===== src/rtl/bluetooth.sv =====
// UART 8N1 receiver for an HC-05 class module; each correctly framed byte is latched onto the LED bank.
// Optional 8E1 framing with even-parity check when BLUETOOTH_PARITY_EN is defined.
module bluetooth #(
    parameter int CLK_FREQ_HZ = 25_000_000,
    parameter int BAUD_RATE   = 9600
) (
    input  logic       clk,
    input  logic       reset,
    input  logic       rx,
    output logic [7:0] leds
);

    localparam int CLKS_PER_BIT = CLK_FREQ_HZ / BAUD_RATE;
    localparam int CNT_W        = (CLKS_PER_BIT > 4095) ? $clog2(CLKS_PER_BIT) : 12;

    localparam logic [CNT_W-1:0] BIT_END  = CNT_W'(CLKS_PER_BIT - 1);
    localparam logic [CNT_W-1:0] HALF_END = CNT_W'(CLKS_PER_BIT / 2 - 1);

    localparam logic [2:0] IDLE   = 3'd0;
    localparam logic [2:0] START  = 3'd1;
    localparam logic [2:0] DATA   = 3'd2;
    localparam logic [2:0] STOP   = 3'd3;
    localparam logic [2:0] PARITY = 3'd4;

    logic             rx_m;
    logic             rx_s;
    logic [2:0]       state;
    logic [CNT_W-1:0] cnt;
    logic [2:0]       bit_idx;
    logic [7:0]       shift;
    logic             bit_done;
`ifdef BLUETOOTH_PARITY_EN
    logic             par_bad;
`endif

    assign bit_done = (cnt == BIT_END);

    always_ff @(posedge clk) begin
        if (reset) begin
            rx_m    <= 1'b1;
            rx_s    <= 1'b1;
            state   <= IDLE;
            cnt     <= '0;
            bit_idx <= '0;
            shift   <= '0;
            leds    <= '0;
`ifdef BLUETOOTH_PARITY_EN
            par_bad <= 1'b0;
`endif
        end else begin
            rx_m <= rx;
            rx_s <= rx_m;
            case (state)
                IDLE: begin
                    cnt <= '0;
                    if (!rx_s) state <= START;
                end
                START: begin
                    if (cnt == HALF_END) begin
                        cnt     <= '0;
                        bit_idx <= '0;
                        // A high line at mid start bit means the low was only a glitch.
                        state   <= rx_s ? IDLE : DATA;
                    end else begin
                        cnt <= cnt + 1'b1;
                    end
                end
                DATA: begin
                    if (bit_done) begin
                        cnt            <= '0;
                        shift[bit_idx] <= rx_s;
                        if (bit_idx == 3'd7) begin
`ifdef BLUETOOTH_PARITY_EN
                            state <= PARITY;
`else
                            state <= STOP;
`endif
                        end else begin
                            bit_idx <= bit_idx + 1'b1;
                        end
                    end else begin
                        cnt <= cnt + 1'b1;
                    end
                end
`ifdef BLUETOOTH_PARITY_EN
                PARITY: begin
                    if (bit_done) begin
                        cnt     <= '0;
                        par_bad <= ^{shift, rx_s};
                        state   <= STOP;
                    end else begin
                        cnt <= cnt + 1'b1;
                    end
                end
`endif
                STOP: begin
                    if (bit_done) begin
                        cnt <= '0;
                        // Leave at mid stop bit so a back-to-back start edge is not missed.
                        state <= IDLE;
`ifdef BLUETOOTH_PARITY_EN
                        if (rx_s && !par_bad) leds <= shift;
`else
                        if (rx_s) leds <= shift;
`endif
                    end else begin
                        cnt <= cnt + 1'b1;
                    end
                end
                default: begin
                    cnt   <= '0;
                    state <= IDLE;
                end
            endcase
        end
    end

endmodule


===== config.mk =====
export PLATFORM = sky130hd
export DESIGN_NAME = bluetooth
export DESIGN_NICKNAME = d
export VERILOG_FILES = /design/src/rtl/bluetooth.sv
export SDC_FILE = /design/constraint.sdc
export NUM_CORES = 1
export LEC_CHECK = 0
export BUFFER_PORTS_ARGS = -buffer_cell sky130_fd_sc_hd__buf_2
export CAP_MARGIN = 25
export CORE_MARGIN = 5
export CORE_UTILIZATION = 63
export DETAILED_ROUTE_END_ITERATION = 7
export HOLD_SLACK_MARGIN = 0.03
export PLACE_DENSITY = 0.94
export SYNTH_ARGS = -nofsm -noshare
export SYNTH_HDL_FRONTEND = slang
export SYNTH_SLANG_ARGS = --single-unit

===== constraint.sdc =====
create_clock -name clk -period 3.8 [get_ports clk]
set_clock_uncertainty 0.15 [all_clocks]
set_input_delay 0.57 -clock clk [delete_from_list [all_inputs] [get_ports clk]]
set_output_delay 0.57 -clock clk [all_outputs]
set_load 0.01 [all_outputs]

Word level (Yosys, flattened, before mapping):

Index checks and enable logic that the tools add are counted.
Widths: inputs -> output; s select.

* register bits: 36
* bits in latches: 0
* bits in writable memories: 0
* memory bits (read-only): 0
* input port bits: 3
* word-level logic and storage cells: 48
* memories kept: 0

* $add $sub $neg: 2
* $mul: 0
* div/mod/pow operators: 0
* order comparisons: 2
* equality and inequality tests: 12
* shift-type cells: 0
* mux-type cells: 17
* bitwise operators: 0
* reductions and logical operators: 8

Operators with widths (number)
* $mux 12: 2
* $mux 3: 8
* $pmux 12 s2: 1
* $add 12x1->12 const B: 1
* $eq 12x11->1 const B: 1
* $eq 12x12->1 const B: 1
* $ne 2x2->1 const B: 6
* $pmux 3 s4: 1
* $bwmux 8: 1
* $eq 3x2->1 const B: 2
* $pmux 3 s2: 1
* $reduce_and 5->1: 1
* $lt 3x4->1 const B: 1
* $reduce_and 4->1: 1
* $add 3x1->3 const B: 1
* $demux 1 s3: 1
* $eq 3x1->1 const B: 1
* $eq 3x3->1 const B: 1
* $ge 3x1->1 const B: 1
* $logic_not 3->1: 1
* $reduce_and 3->1: 1
* $mux 2: 1
* $reduce_and 2->1: 1
* $reduce_bool 2->1: 1
* 3 further kinds: 3

Depth between registers and ports, before layout:

* depth after elaboration: 5
* gate-level depth with buffers: 7

Worst setup path after synthesis:

No wires, ideal clock.

* path kind: register to register
* start: register cnt[2]
* end: register leds[0]
* library setup time: 128 ps
* arrival time: 1789 ps
* required time: 3522 ps
* setup slack: 1734 ps
* cell stages (with the launch flop): 6
* buffers on the path: 1
* clock period less this slack: 2066 ps
* path through: dfxtp_1 or4_4 or4_4 buf_6 mux2i_1 nor2_1

* longest elaborated chain between the ends: 2

Ends and longest elaborated chain
* start, declared: line 28 `logic [CNT_W-1:0] cnt;`
* start signal, assigned: line 65 `cnt <= cnt + 1'b1;`
* start signal, assigned: line 82 `cnt <= cnt + 1'b1;`
* start signal, assigned: line 107 `cnt <= cnt + 1'b1;`
* $eq 12x12->1: line 36 `assign bit_done = (cnt == BIT_END);`
* $reduce_and 3->1 (no source line)
* end signal, assigned: line 104 `if (rx_s) leds <= shift;`
* end, declared: line 10 `output logic [7:0] leds`

No other way between the ends.
A chain may end at the register's enable or synchronous reset.

Worst setup path in the final report:

* start: register cnt[0]
* end: register cnt[9]

* longest elaborated chain between the ends: 3

Ends and longest elaborated chain
* $add 12x1->12, or another cell as far along: line 65, 82, 107
* $mux 12 (on tied branches): line 69, 97, 59
* $pmux 12 s2 (*): line 53 `case (state)`

Every way passes the cells marked *; elsewhere a longest branch is shown, timed or not.

==> impl_metrics.toml <==
[worst_setup_path]
r2r_start = "cnt[0]$_SDFF_PP0_"
crit_family = "compound AO/OA/AOI/OAI gates"
r2r_setup_slack_ps = 1340
startpoint = "cnt[0]$_SDFF_PP0_"
cp_slowest_cell = "o21bai_1"
worstSetupPathType = "reg -> reg"
arrival_ps = 2490
cpPeakStageDelay_ps = 720
start_kind = "flop"
crit_required_ps = 3830
crit_path_end_kind = "flop"
critPathBufInv = 0
r2r_cells = 5
cp_max_fo = 12
endpoint = "cnt[9]$_SDFF_PP0_"
path_depth = 5
path_cells = "ha_1, nor4b_1, a31oi_1, o21bai_1, nor2_1"
reg2reg_to = "cnt[9]$_SDFF_PP0_"

[run]
cap_violations = 0

[global_route]
track_usage_pct = 17.9
grt_max_degree = 29
grt_pass1_wl_um = 4920
grt_overflow = 0
antenna_found_initial = 0
first_global_vias = 1138

[clock_tree]
ctsLongestPathBuffers = 2
cts_buffers = 5
root_buffer = "clkbuf_4"
cts_tree = "yes"
htree_levels = 2
post_cts_buffers = 0
cts.sinks = 35
path_clk_slew_ps = 100
insertion_delay_ps = 340
post_cts_resize_count = 0
hold_buffers = 0

[drt]
antenna_left = 0
first_pass_iters = 4
wire_per_inst_um = 13.5
drc = 0
dr_total_vias = 1206
vias_per_cell = 5.77
wl_um = 2830
drt_first_iter_violations = 51

[timing]
fin_crit_sh_pct = 64.7
hold_ws_ps = 275
rsz0062_at_grt = "false"
slew-limit-headroom_pct = 44.1
hold_viol_final = 0
tns_ps = 0
min_period_ps = 2460
fmax_ghz = 0.407
slew_violations = 0
worst_slew_pin_slew_ps = 836
setup_viol = 0

[yosys]
synth_area_um2 = 1620
avgSynthCellArea_um2 = 9.64
ys_warn_count = 0
synthCells = 168
seq_area_frac_synth_pct = 43.3
syn_nets = 175
ys_ff_latch = 35
yosysUniqueCellTypes = 42

[finish]
drive_gt1_share_pct = 15.1
diodes = 0
final_net_count = 185
fin_util_pct = 69.6
syn2layout_area_growth_pct = 6.57
nFillCells = 189

[power]
intPower_mw = 0.445
power_switching_mw = 0.129
sequentialPowerShare_pct = 64.4
switching_share_pct = 22.5
power.total_mw = 0.574
leakagePower_nw = 0.707
ir_worst_vdd_v = 0.000284
pwr-share-clk_pct = 33.5
p_per_area_nw_per_um2 = 332
pwr-share-comb_pct = 2.1

[place]
dp_hpwl_um = 2090
gp_congestion = 0.875
portBuffers = 10

[outcome]
status = "complete, no violations"

[floorplanning]
initial_core_util_pct = 65.4
die_w_um = 60.7
core.rowCount = 18
io_pins = 11
die_y_um = 60.7
core_um2 = 2480
die_area_um2 = 3680

[min_path]
hp-class = "in -> reg"
==> flip-flops by register name, indices dropped and copies added, names as in the netlist <==
signal,flops
leds,8
cnt,12
rx_m,1
bit_idx,3
shift,8
rx_s,1
state,2
==> routing by layer <==
layer,GRT usage [%],part of all wire (%),vias to the layer above
met5,0,0,-
met4,10.2,1.0,0
met3,5.96,4.2,4
met2,28.5,51,27
met1,21.1,44,564
li1,-,-,611
==> cell families after synthesis <==
kind of cell / share of synthesized area [%]
adder cells (fa/ha/maj): 3.09
AO/OA/AOI/OAI: 5.41
flip-flops: 43.3
XOR/XNOR: 5.41
buffers and inverters: 3.09
AND/OR/NAND/NOR: 29.8
multiplexers: 9.89
==> cells in the final DEF (no fill, tap or decap), drive strengths merged, types with 2 or more instances in the layout <==
master  netlist  final
nor4          3      3
or4           2      2
dfxtp        35     35
a21oi         2      2
nand4         8      8
clkbuf        4      6
nor3          2      2
mux2i        16     16
buf           3     10
xor2          4      4
nand3         7      7
inv           4      4
and3          2      2
or2           4      4
nand2b       14     14
nand4b        2      2
nand2         3      3
o32ai         2      2
nor2         24     24
xnor2         6      6
ha            4      4
==> cell type report <==
cell class	count	area, µm²	area share, %
multi-input combinational	122	868	50.3
sequential	35	701	40.6
timing repair buffer	10	50.0	2.90
clock buffer	6	41.3	2.39
tap	30	37.5	2.18
inverter	4	15.0	0.870
clock inverter	2	12.5	0.725
==> worst reg2reg max path: cells and delay by family (launching register included) <==
kind,cells,cell delay [ps]
fa+ha+maj,1,170
compound gates,2,920
flops,1,420
simple gates,2,650
==> worst min-delay path by stage <==
| stage | start | to | slack [ps] | depth (start not counted) |
|---|---|---|---|---|
| after floorplan | rx_m$_SDFF_PP1_ | rx_s$_SDFF_PP1_ | 240 | 1 |
| final | rx | rx_m$_SDFF_PP1_ | 270 | 2 |
| after CTS | rx | rx_m$_SDFF_PP1_ | 260 | 2 |
| after global routing | rx | rx_m$_SDFF_PP1_ | 270 | 2 |
| after detailed placement | rx_m$_SDFF_PP1_ | rx_s$_SDFF_PP1_ | 250 | 1 |
| after global placement | rx_m$_SDFF_PP1_ | rx_s$_SDFF_PP1_ | 250 | 1 |
==> power by group through the flow <==
stage          Clock [mW]  Sequential [mW]  Combinational [mW]
2_1_floorplan           0            0.378              0.0102
3_3_place_gp            0            0.378              0.0116
3_5_place_dp            0            0.378              0.0122
4_1_cts             0.196            0.370              0.0122
5_1_grt             0.214            0.370              0.0137
6_report            0.192            0.370              0.0121
==> cells in the mapped netlist <==
| library cell | count | area, µm² |
|---|---|---|
| or4b_4 | 1 | 13.8 |
| nor3_1 | 1 | 5.00 |
| nand4_1 | 8 | 50.1 |
| nand4b_1 | 2 | 17.5 |
| and3b_1 | 1 | 8.76 |
| or2_2 | 4 | 25.0 |
| nor4b_1 | 1 | 8.76 |
| a21oi_1 | 2 | 10.0 |
| buf_6 | 1 | 11.3 |
| a2bb2oi_1 | 1 | 8.76 |
| and3_1 | 2 | 12.5 |
| o22ai_1 | 1 | 6.26 |
| nand2_1 | 3 | 11.3 |
| and2_2 | 1 | 7.51 |
| or3_1 | 1 | 6.26 |
| buf_1 | 1 | 3.75 |
| nand2b_1 | 14 | 87.6 |
| clkbuf_1 | 4 | 15.0 |
| a311oi_1 | 1 | 8.76 |
| a31oi_1 | 1 | 6.26 |
| o21ai_0 | 1 | 5.00 |
| o31a_1 | 1 | 8.76 |
| a41oi_1 | 1 | 8.76 |
| mux2i_1 | 16 | 160 |
| nand3_1 | 7 | 35.0 |
| or4_4 | 2 | 22.5 |
| dfxtp_1 | 35 | 701 |
| o21bai_1 | 1 | 7.51 |
| nand4bb_1 | 1 | 11.3 |
| nor4bb_1 | 1 | 10.0 |
| o32ai_1 | 2 | 17.5 |
| nor4_1 | 2 | 12.5 |
| nor2_1 | 24 | 90.1 |
| nor2b_1 | 1 | 6.26 |
| xnor2_1 | 6 | 52.6 |
| ha_1 | 4 | 50.1 |
| xor2_1 | 4 | 35.0 |
| nor3_2 | 1 | 10.0 |
| buf_2 | 1 | 5.00 |
| nor4_4 | 1 | 21.3 |
| and4b_1 | 1 | 10.0 |
| inv_1 | 4 | 15.0 |
==> stage by stage <==
step | instances | cell area (µm²) | setup WS, ps
after global placement | 201 | 1670 | 1500
final | 209 | 1730 | 1340
after global routing | 209 | 1730 | 1100
after CTS | 209 | 1730 | 1360
after floorplan | 168 | 1620 | 1730
after detailed placement | 201 | 1670 | 1400
No activity file was read; power rests on OpenSTA's default activity.
